$ cat src/rtl/uart_rx_pkg.sv
// Shared types, limits and config helpers for the UART receive controller.
package uart_rx_pkg;

   typedef enum logic [2:0] {IDLE, START, DATA, PARITY, STOP, LOAD} rx_state_t;

   localparam int                    BIT_PERIOD_W   = 14;
   localparam logic [BIT_PERIOD_W-1:0] MIN_BIT_PERIOD = 14'd4;
   localparam logic [3:0]            MIN_DATA_SIZE  = 4'd5;
   localparam logic [3:0]            MAX_DATA_SIZE  = 4'd8;

   function automatic logic [BIT_PERIOD_W-1:0] clamp_period(input logic [BIT_PERIOD_W-1:0] p);
      return (p < MIN_BIT_PERIOD) ? MIN_BIT_PERIOD : p;
   endfunction

   function automatic logic [3:0] clamp_size(input logic [3:0] n);
      if (n < MIN_DATA_SIZE) return MIN_DATA_SIZE;
      if (n > MAX_DATA_SIZE) return MAX_DATA_SIZE;
      return n;
   endfunction

   // n is always a clamped size (5..8)
   function automatic logic [7:0] size_mask(input logic [3:0] n);
      return 8'hFF >> (MAX_DATA_SIZE - n);
   endfunction

endpackage

$ cat src/rtl/uart_rx_controller_if.sv
// Register-block side bundle of the UART receive controller.
// Parity signals exist only when PARITY_CHECK_EN is defined.
interface uart_rx_controller_if;
   import uart_rx_pkg::*;

   logic [BIT_PERIOD_W-1:0] bit_period;
   logic [3:0]              data_size;
   logic                    data_read;
   logic [7:0]              rx_data;
   logic                    data_ready;
   logic                    overrun_error;
   logic                    framing_error;
   logic                    busy;
`ifdef PARITY_CHECK_EN
   logic                    parity_en;
   logic                    parity_odd;
   logic                    parity_error;

   modport master (output bit_period, data_size, data_read, parity_en, parity_odd,
                   input  rx_data, data_ready, overrun_error, framing_error, busy, parity_error);
   modport slave  (input  bit_period, data_size, data_read, parity_en, parity_odd,
                   output rx_data, data_ready, overrun_error, framing_error, busy, parity_error);
`else
   modport master (output bit_period, data_size, data_read,
                   input  rx_data, data_ready, overrun_error, framing_error, busy);
   modport slave  (input  bit_period, data_size, data_read,
                   output rx_data, data_ready, overrun_error, framing_error, busy);
`endif

endinterface

$ cat src/rtl/uart_rx_bit_timer.sv
// Loadable down-counter; o_expire fires i_load_value cycles after a load.
module uart_rx_bit_timer
   import uart_rx_pkg::*;
(
   input  logic                    i_clk,
   input  logic                    i_rst,
   input  logic                    i_load,
   input  logic [BIT_PERIOD_W-1:0] i_load_value,
   input  logic                    i_enable,
   output logic                    o_expire
);

   logic [BIT_PERIOD_W-1:0] r_count;

   // Stores value-1 so a reload on the expire cycle gives an exact period.
   always_ff @(posedge i_clk) begin
      if (i_rst)
         r_count <= '0;
      else if (i_load)
         r_count <= i_load_value - 1'b1;
      else if (i_enable && (r_count != '0))
         r_count <= r_count - 1'b1;
   end

   assign o_expire = i_enable && (r_count == '0);

endmodule

$ cat src/rtl/uart_rx_controller.sv
// UART receive controller: line sync, frame sequencing, byte/flag delivery.
// Optional parity check enabled by defining PARITY_CHECK_EN.
//   state  | meaning
//   IDLE   | waiting for a falling start edge
//   START  | half-bit wait, confirm start bit is still low
//   DATA   | sampling data bits mid-bit, LSB first
//   PARITY | sampling the parity bit (parity builds only)
//   STOP   | sampling the stop bit
//   LOAD   | one cycle: publish byte and flags
module uart_rx_controller
   import uart_rx_pkg::*;
#(
   parameter int SYNC_STAGES = 2
)
(
   input  logic                i_clk,
   input  logic                i_rst,
   input  logic                i_serial_in,
   uart_rx_controller_if.slave rx_if
);

   rx_state_t               r_state, w_state_next;
   logic [SYNC_STAGES-1:0]  r_sync;
   logic                    r_prev;
   logic [BIT_PERIOD_W-1:0] r_period, w_tmr_value;
   logic [3:0]              r_size, r_bit_cnt;
   logic [7:0]              r_shift, w_shift_next, r_rx_data, w_mask;
   logic [2:0]              w_msb_idx;
   logic                    r_ready, r_overrun, r_frame_err;
   logic                    w_sample, w_start_edge, w_last_bit, w_read;
   logic                    w_tmr_load, w_tmr_en, w_expire;
`ifdef PARITY_CHECK_EN
   logic                    r_par_en, r_par_odd, r_par_bit, r_par_err;
`endif

   assign w_sample     = r_sync[SYNC_STAGES-1];
   assign w_start_edge = r_prev & ~w_sample;
   assign w_msb_idx    = 3'(r_size - 4'd1);
   assign w_last_bit   = (r_bit_cnt + 4'd1) == r_size;
   assign w_mask       = size_mask(r_size);
   assign w_read       = rx_if.data_read & r_ready;

   // Reset to idle-high so reset itself never looks like a start edge.
   always_ff @(posedge i_clk) begin
      if (i_rst) begin
         r_sync <= '1;
         r_prev <= 1'b1;
      end else begin
         r_sync <= {r_sync[SYNC_STAGES-2:0], i_serial_in};
         r_prev <= w_sample;
      end
   end

   uart_rx_bit_timer u_bit_timer (
      .i_clk        (i_clk),
      .i_rst        (i_rst),
      .i_load       (w_tmr_load),
      .i_load_value (w_tmr_value),
      .i_enable     (w_tmr_en),
      .o_expire     (w_expire)
   );

   always_ff @(posedge i_clk) begin
      if (i_rst) r_state <= IDLE;
      else       r_state <= w_state_next;
   end

   always_comb begin
      w_state_next = r_state;
      w_tmr_load   = 1'b0;
      w_tmr_value  = r_period;
      w_tmr_en     = (r_state != IDLE) && (r_state != LOAD);
      case (r_state)
         IDLE: if (w_start_edge) begin
            w_state_next = START;
            w_tmr_load   = 1'b1;
            w_tmr_value  = clamp_period(rx_if.bit_period) >> 1;
         end
         START: if (w_expire) begin
            w_tmr_load   = 1'b1;
            w_state_next = w_sample ? IDLE : DATA;
         end
         DATA: if (w_expire) begin
            w_tmr_load = 1'b1;
`ifdef PARITY_CHECK_EN
            if (w_last_bit) w_state_next = r_par_en ? PARITY : STOP;
`else
            if (w_last_bit) w_state_next = STOP;
`endif
         end
`ifdef PARITY_CHECK_EN
         PARITY: if (w_expire) begin
            w_tmr_load   = 1'b1;
            w_state_next = STOP;
         end
`endif
         STOP: if (w_expire) w_state_next = LOAD;
         LOAD: w_state_next = IDLE;
         default: w_state_next = IDLE;
      endcase
   end

   always_comb begin
      w_shift_next            = {1'b0, r_shift[7:1]};
      w_shift_next[w_msb_idx] = w_sample;
   end

   always_ff @(posedge i_clk) begin
      if (i_rst) begin
         r_period    <= MIN_BIT_PERIOD;
         r_size      <= MAX_DATA_SIZE;
         r_bit_cnt   <= '0;
         r_shift     <= '0;
         r_rx_data   <= '0;
         r_ready     <= 1'b0;
         r_overrun   <= 1'b0;
         r_frame_err <= 1'b0;
`ifdef PARITY_CHECK_EN
         r_par_en    <= 1'b0;
         r_par_odd   <= 1'b0;
         r_par_bit   <= 1'b0;
         r_par_err   <= 1'b0;
`endif
      end else begin
         if (r_state == IDLE && w_start_edge) begin
            r_period  <= clamp_period(rx_if.bit_period);
            r_size    <= clamp_size(rx_if.data_size);
`ifdef PARITY_CHECK_EN
            r_par_en  <= rx_if.parity_en;
            r_par_odd <= rx_if.parity_odd;
`endif
         end
         if (r_state == START && w_expire) r_bit_cnt <= '0;
         if (r_state == DATA && w_expire) begin
            r_shift   <= w_shift_next;
            r_bit_cnt <= r_bit_cnt + 4'd1;
         end
`ifdef PARITY_CHECK_EN
         if (r_state == PARITY && w_expire) r_par_bit <= w_sample;
`endif
         if (r_state == STOP && w_expire) r_frame_err <= ~w_sample;
         if (r_state == LOAD) begin
            r_rx_data <= r_shift & w_mask;
            r_ready   <= 1'b1;
            if (r_ready && !rx_if.data_read) r_overrun <= 1'b1;
            else if (w_read)                 r_overrun <= 1'b0;
`ifdef PARITY_CHECK_EN
            r_par_err <= r_par_en & ((^(r_shift & w_mask) ^ r_par_bit) != r_par_odd);
`endif
         end else if (w_read) begin
            r_ready   <= 1'b0;
            r_overrun <= 1'b0;
         end
      end
   end

   assign rx_if.rx_data       = r_rx_data;
   assign rx_if.data_ready    = r_ready;
   assign rx_if.overrun_error = r_overrun;
   assign rx_if.framing_error = r_frame_err;
   assign rx_if.busy          = (r_state != IDLE);
`ifdef PARITY_CHECK_EN
   assign rx_if.parity_error  = r_par_err;
`endif

endmodule

$ cat src/flat_wrapper.sv
// flat-port wrapper written by rule: the top's interface ports become plain ports
module uart_rx_controller_flat import uart_rx_pkg::*;
#(
   parameter int SYNC_STAGES = 2
)
  (i_clk, i_rst, i_serial_in, rx_if_bit_period, rx_if_data_size, rx_if_data_read, rx_if_rx_data, rx_if_data_ready, rx_if_overrun_error, rx_if_framing_error, rx_if_busy);
  uart_rx_controller_if rx_if_i ();
  input  logic i_clk;
  input  logic i_rst;
  input  logic i_serial_in;
  input wire logic [$bits(rx_if_i.bit_period)-1:0] rx_if_bit_period;
  input wire logic [$bits(rx_if_i.data_size)-1:0] rx_if_data_size;
  input wire logic [$bits(rx_if_i.data_read)-1:0] rx_if_data_read;
  output wire logic [$bits(rx_if_i.rx_data)-1:0] rx_if_rx_data;
  output wire logic [$bits(rx_if_i.data_ready)-1:0] rx_if_data_ready;
  output wire logic [$bits(rx_if_i.overrun_error)-1:0] rx_if_overrun_error;
  output wire logic [$bits(rx_if_i.framing_error)-1:0] rx_if_framing_error;
  output wire logic [$bits(rx_if_i.busy)-1:0] rx_if_busy;
  assign rx_if_i.bit_period = rx_if_bit_period;
  assign rx_if_i.data_size = rx_if_data_size;
  assign rx_if_i.data_read = rx_if_data_read;
  assign rx_if_rx_data = rx_if_i.rx_data;
  assign rx_if_data_ready = rx_if_i.data_ready;
  assign rx_if_overrun_error = rx_if_i.overrun_error;
  assign rx_if_framing_error = rx_if_i.framing_error;
  assign rx_if_busy = rx_if_i.busy;
  uart_rx_controller #(.SYNC_STAGES(SYNC_STAGES)) u_core (.i_clk(i_clk), .i_rst(i_rst), .i_serial_in(i_serial_in), .rx_if(rx_if_i));
endmodule
$ cat config.mk
export PLATFORM = sky130hd
export DESIGN_NAME = uart_rx_controller_flat
export DESIGN_NICKNAME = d
export VERILOG_FILES = /design/src/rtl/uart_rx_pkg.sv /design/src/rtl/uart_rx_controller_if.sv /design/src/rtl/uart_rx_bit_timer.sv /design/src/rtl/uart_rx_controller.sv /design/src/flat_wrapper.sv
export SDC_FILE = /design/constraint.sdc
export NUM_CORES = 1
export LEC_CHECK = 0
export ABC_CLOCK_PERIOD_IN_PS = 4750
export BUFFER_PORTS_ARGS = -buffer_cell sky130_fd_sc_hd__buf_4
export CORE_ASPECT_RATIO = 1.2
export CORE_MARGIN = 5
export CORE_UTILIZATION = 57
export DETAILED_ROUTE_END_ITERATION = 8
export GPL_TIMING_DRIVEN = 0
export PLACE_DENSITY_LB_ADDON = 0.15
export SYNTH_ARGS = -nofsm -noshare
export SYNTH_HDL_FRONTEND = slang
export SYNTH_HIERARCHICAL = 1
export SYNTH_SLANG_ARGS = --single-unit
$ cat constraint.sdc
create_clock -name i_clk -period 4.75 [get_ports i_clk]
set_input_delay 0.475 -clock i_clk [delete_from_list [all_inputs] [get_ports i_clk]]
set_output_delay 0.475 -clock i_clk [all_outputs]
set_load 0.01 [all_outputs]
Word level (Yosys, flattened, before mapping)
Cells that the tools add are included.
- mux-type cells: 36
- reductions and logical operators: 19
- equality and inequality tests: 11
- bitwise gates (word level): 4
- add/subtract/negate cells: 5
- shift operators: 1
- magnitude comparators: 5
- operator list (operator ; count):
    $mux 14 ; 5
    $sub 14x1->14 const B ; 2
    $mux 4 ; 6
    $mux 1 ; 15
    $mux 3 ; 5
    $logic_not 14->1 ; 1
    $lt 14x3->1 const B ; 1
    $reduce_bool 14->1 ; 1
    $pmux 3 s4 ; 1
    $ne 2x1->1 const B ; 5
    $logic_and 1x1->1 ; 9
    $and 8x8->8 ; 1
    $bwmux 8 ; 1
    $shr 8x4->8 const A ; 1
    $eq 3x3->1 const B ; 2
    $reduce_bool 2->1 ; 3
    $reduce_and 5->1 ; 1
    $add 4x1->4 const B ; 1
    $eq 4x4->1 ; 1
    $gt 4x4->1 const B ; 1
    $lt 3x4->1 const B ; 1
    $lt 4x3->1 const B ; 1
    $sub 4x4->4 const A ; 1
    $demux 1 s3 ; 1
    13 further kinds ; 14
- bits of input ports: 22
- word-level logic and storage cells: 93
- register bits: 61
- output and inout port bits: 12

Depth between registers and ports, before layout
- word-level depth: 10
- mapped depth: 19
- gate-level depth less buffers: 14

Hierarchy
Netlist, hierarchy kept.
- modules (own cells, without submodules) (module ; cells an instance ; times used ; seq. area each (um2) ; area an instance (um2)):
    uart_rx_controller ; 251 ; 1 ; 940.9 ; 2267.2
    uart_rx_bit_timer ; 130 ; 1 ; 280.3 ; 1103.6

Worst setup path after synthesis
OpenSTA, ideal clock, no wires.
- path kind: reg2reg
- start: register u_core.u_bit_timer.r_count[3]
- end: register u_core.u_bit_timer.r_count[12]
- arrival time: 4.145 ns
- data required time: 4.630 ns
- slack: 0.486 ns
- stages on the path, launching flop included: 17
- path buffers: 4
- clock period less this slack: 4.264 ns
- library setup time: 0.120 ns
- cell sequence: dfxtp_1 > nor4_1 > nand4_1 > nor2_1 > inv_1 > or3_4 > nand2_1 > buf_6 > buf_2 > buf_2 > buf_1 > mux2i_1 > ha_1 > o211ai_2 > or2_4 > o31a_1 > o31a_1
- word-level cells in the longest chain between the ends: 5
- elaborated cells between the ends (all ways): 10
- those cells by class: 1 x add/sub; 4 x mux; 5 x reduce/logical
- ends and longest elaborated chain (what ; line ; text):
    start, declared ; uart_rx_bit_timer.sv:13 ; logic [BIT_PERIOD_W-1:0] r_count;
    start signal, assigned ; uart_rx_bit_timer.sv:20 ; r_count <= i_load_value - 1'b1;
    start signal, assigned ; uart_rx_bit_timer.sv:22 ; r_count <= r_count - 1'b1;
    $logic_not 14->1 * ; uart_rx_bit_timer.sv:25 ; assign o_expire = i_enable && (r_count == '0);
    $logic_and 1x1->1 * ; uart_rx_bit_timer.sv:25 ;
    named net u_core.w_expire ; uart_rx_controller.sv:31 ; logic w_tmr_load, w_tmr_en, w_expire;
    $mux 1 * ; uart_rx_controller.sv:79, uart_rx_controller.sv:83 ;
    $pmux 1 s2 * ; uart_rx_controller.sv:73 ; case (r_state)
    named net u_core.w_tmr_load ; uart_rx_controller.sv:31 ;
    $mux 14 / $reduce_bool 2->1 (equally long branches) ; -- ;
Mark *: on every way through the listed nets, which the timed path passes. The rest lies on a longest branch. The select of a mux whose other input is x is not followed.
A chain may end at the register's enable or synchronous reset.

Worst setup path after layout
- start: register u_core.r_state[2]
- end: register u_core.u_bit_timer.r_count[12]
- word-level cells in the longest chain between the ends: 6
- elaborated cells between the ends (all ways): 15
- those cells by class: 1 x add/sub; 3 x eq/ne; 4 x mux; 7 x reduce/logical
- ends and longest elaborated chain (what ; line ; text):
    start, declared ; uart_rx_controller.sv:22 ; rx_state_t r_state, w_state_next;
    start signal, assigned ; uart_rx_controller.sv:65 ; else r_state <= w_state_next;
    $ne 3x3->1 / $reduce_bool 3->1 (equally long branches) ; uart_rx_controller.sv:72 ; w_tmr_en = (r_state != IDLE) && (r_state != LOAD);
    $logic_and 1x1->1 * ; uart_rx_controller.sv:72 ;
    named net u_core.w_tmr_en ; uart_rx_controller.sv:31 ;
    $logic_and 1x1->1 * ; uart_rx_bit_timer.sv:25 ;
    named net u_core.w_expire ; uart_rx_controller.sv:31 ;
    $mux 1 * ; uart_rx_controller.sv:79, uart_rx_controller.sv:83 ;
    $pmux 1 s2 * ; uart_rx_controller.sv:73 ;
    named net u_core.w_tmr_load ; uart_rx_controller.sv:31 ;
    $mux 14 / $reduce_bool 2->1 (equally long branches) ; -- ;
Mark *: on every way through the listed nets, which the timed path passes. The rest lies on a longest branch.

==> results.cfg <==
[outcome]
status = finished, final reports clean

[grt]
grt_overflow = 0
grt_pass1_wl_mm = 13.6
grt_max_degree = 14
antenna_found_initial = 0
track_usage_pct = 23.1
grt_pass1_vias = 2997

[clock_network]
cts_buffers = 9
cts_max_path_buffers = 2
cts.reportedPaths.clkPinSlew_ns = 0.07
hold_buffers = 0
root_buffer = clkbuf_8
cts-htree-levels = 3
clock_latency_ns = 0.33
numClockSinks = 61
cts_tree = done

[detailed_routing]
drt_iter0_markers = 161
detail-route-antenna-nets = 0
vias = 3066
drcViolationCount = 0
routed_wl_mm = 8.08
avgViaCountPerCell = 6.02
wl_per_cell_um = 15.9
drt-pass1-iter-count = 4

[critical_path]
path_cells = or3_2 -> and2_2 -> inv_1 -> nor2_4 -> inv_1 -> or3_4 -> nand2_1 -> buf_6 -> clkbuf_4 -> clkbuf_4 -> mux2i_1 -> ha_2 -> o211ai_2 -> or2_4 -> o31a_1 -> o31a_1
end_kind = flip-flop
cp_max_fo = 19
critPathSlowestCell = dfxtp_1
path_class = reg -> reg
worst_ep_arrival_time_ns = 4.54
start_kind = flip-flop
cp.required_ns = 4.98
max_stage_delay_ns = 0.52

[floorplanning]
row_count = 30
start_util_pct = 59.1
io_pins = 34
dieArea_mm2 = 0.00756
fp.coreArea_mm2 = 0.00571
die_w_um = 80.2
die_y_um = 94.2

[sta]
worstMarginPinSlew_ns = 0.667
worst_slack_ns = 0.434
fin_hold_ws_ns = 0.322
slew_headroom_pct = 55.5
slew_violations = 0
period_share_pct = 90.9
clock_skew_ns = 0.00673
setup_viol = 0
fmax_ghz = 0.232
fin_crit_ns = 4.32
finalHoldViolCount = 0
rsz0062_at_grt = no

[hold_path]
hold_class = in -> reg

[synth]
synth_edf_count = 0
synth-async-reset-ratio_pct = 0
synth_top_area_cell = dfxtp_1
yosys.area_share.simple_pct = 27.7
ys.flop_type = dfxtp_1
synth_adder_area_share_pct = 2.23
yosys_warnings = 6
synthesis.area_per_instance_um2 = 8.85
synth_area_leaders = dfxtp_1 (36%), nand2_1 (5.9%), a21oi_1 (4.5%)
synth_mux_area_share_pct = 4.31
ys_types = 74
synth_cells = 381
synth_compound_area_share_pct = 19.7
synth_top_family_by_area = simple AND/OR/NAND/NOR gates
synth_xor_area_share_pct = 4.16
syn-num-nets = 409
yosysTopAreaCellShare_pct = 36.2
synth-seq-cells = 61
syn_area_mm2 = 0.00337
seq_area_frac_synth_pct = 36.2

[cells_and_area]
diodes = 0
drive_above_1_share_pct = 23.3
fin_cells = 509
mostFrequentLayoutCell = dfxtp_1
synthToLayoutAreaGrowth_pct = 15.6
stdcell_area_mm2 = 0.00390
fillers = 509
post-route-util_pct = 68.3
nNetsFinal = 453
final_cell_mix = dfxtp_1 (61), nand2_1 (53), buf_4 (34)

[place]
place.gp.congestion = 0.933
dp.cells = 494
port_buffers = 33
hpwl_mm = 5.92
pre_cts_ws_ns = -0.404
dpl_cell_area_mm2 = 0.00372

[pwr]
power_density_mw_per_mm2 = 309
peakVddDrop_mv = 0.214
leakagePower_nw = 1.51

[run]
drv_cap = 0
==> per-stage QoR <==
| stage | setup TNS, ns | total power [mW] |
|---|---|---|
| after floorplan | 0 | 0.744 |
| after global placement | -0.576 | 0.804 |
| after detailed placement | -1.14 | 0.810 |
| after CTS | 0 | 1.21 |
| after global routing | 0 | 1.27 |
| final | 0 | 1.20 |
==> layout make-up <==
| type | instances | area, µm² | area share, % |
|---|---|---|---|
| multi-input cells | 290 | 1970 | 50.5 |
| flip-flops and latches | 61 | 1220 | 31.3 |
| repair buffers | 34 | 255 | 6.55 |
| plain buffers | 20 | 159 | 4.08 |
| clock buffers | 13 | 149 | 3.82 |
| well taps | 80 | 100 | 2.57 |
| inverters | 9 | 33.8 | 0.867 |
| clock inverters | 2 | 10.0 | 0.257 |
==> layer usage <==
layer,global-route usage (%),vias up,wire length (µm)
met5,0,-,0
li1,-,1494,-
met3,4.22,19,362
met2,41.6,87,4300
met4,12.3,0,265
met1,25.2,1466,3150
==> state kept, by name, summed over array words and instances (netlist names), named ones only <==
register,flops
u_core/r_sync,2
u_core/r_size,4
u_core/rx_if.framing_error,1
u_core/r_period,14
u_core/r_shift,8
u_core/rx_if.rx_data,8
u_core/rx_if.data_ready,1
u_core/r_prev,1
u_core/r_bit_cnt,4
u_core/r_state,3
u_core/u_bit_timer/r_count,14
==> worst max-delay path: cells and delay by family (launching register included) <==
kind	cells	cell delay (ns)
AND/OR/NAND/NOR	6	1.53
flip-flops	1	0.52
multiplexers	1	0.22
buffers and inverters	5	0.97
AO/OA/AOI/OAI	3	0.69
adder cells (fa/ha/maj)	1	0.27
==> path summary, 6_finish.rpt <==
path / from / end / slack (ns) / cells after the start
setup / recovery: u_core/r_state[2]$_SDFFE_PP0P_ / u_core/u_bit_timer/r_count[12]$_SDFFE_PP0P_ / 0.43 / 16
setup reg to reg: u_core/r_state[2]$_SDFFE_PP0P_ / u_core/u_bit_timer/r_count[12]$_SDFFE_PP0P_ / 0.43 / 16
hold / removal: rx_if_data_read / flip-flop / 0.32 / 2
hold reg to reg: u_core/r_sync[0]$_SDFF_PP1_ / u_core/r_sync[1]$_SDFF_PP1_ / 0.41 / 1
==> report_power, final <==
group	internal [mW]	total (mW)	switching [mW]
registers	0.532	0.552	0.0203
logic	0.107	0.259	0.152
clock network	0.200	0.391	0.191
total	0.838	1.20	0.364
==> cell usage after synthesis (all sizes together) (4+ instances only) <==
master,number
nor3,16
mux2i,13
a32o,6
a311oi,5
dfxtp,61
nand3b,4
clkbuf,5
nand2,53
xor2,7
buf,16
o31ai,4
a211oi,9
xnor2,9
or2,5
inv,9
or3,7
or4,4
nand2b,6
ha,6
nand3,10
o31a,5
nor4,11
nor2,30
nor3b,4
a21oi,32
==> repair_timing <==
action	4_1_cts	5_1_grt
setup endpoints to repair	5	3
pin swaps	1	0
buffers inserted	1	0
resized for setup	3	3
==> logic make-up after synthesis <==
| logic type | count (synthesis) |
|---|---|
| and+or+nand+nor | 166 |
| AOI/OAI and AO/OA | 88 |
| DFF | 61 |
| buffers and inverters | 30 |
| xor gates and xnor gates | 16 |
| muxes | 14 |
| adders and majority gates | 6 |
No activity file was read; power rests on OpenSTA's default activity.
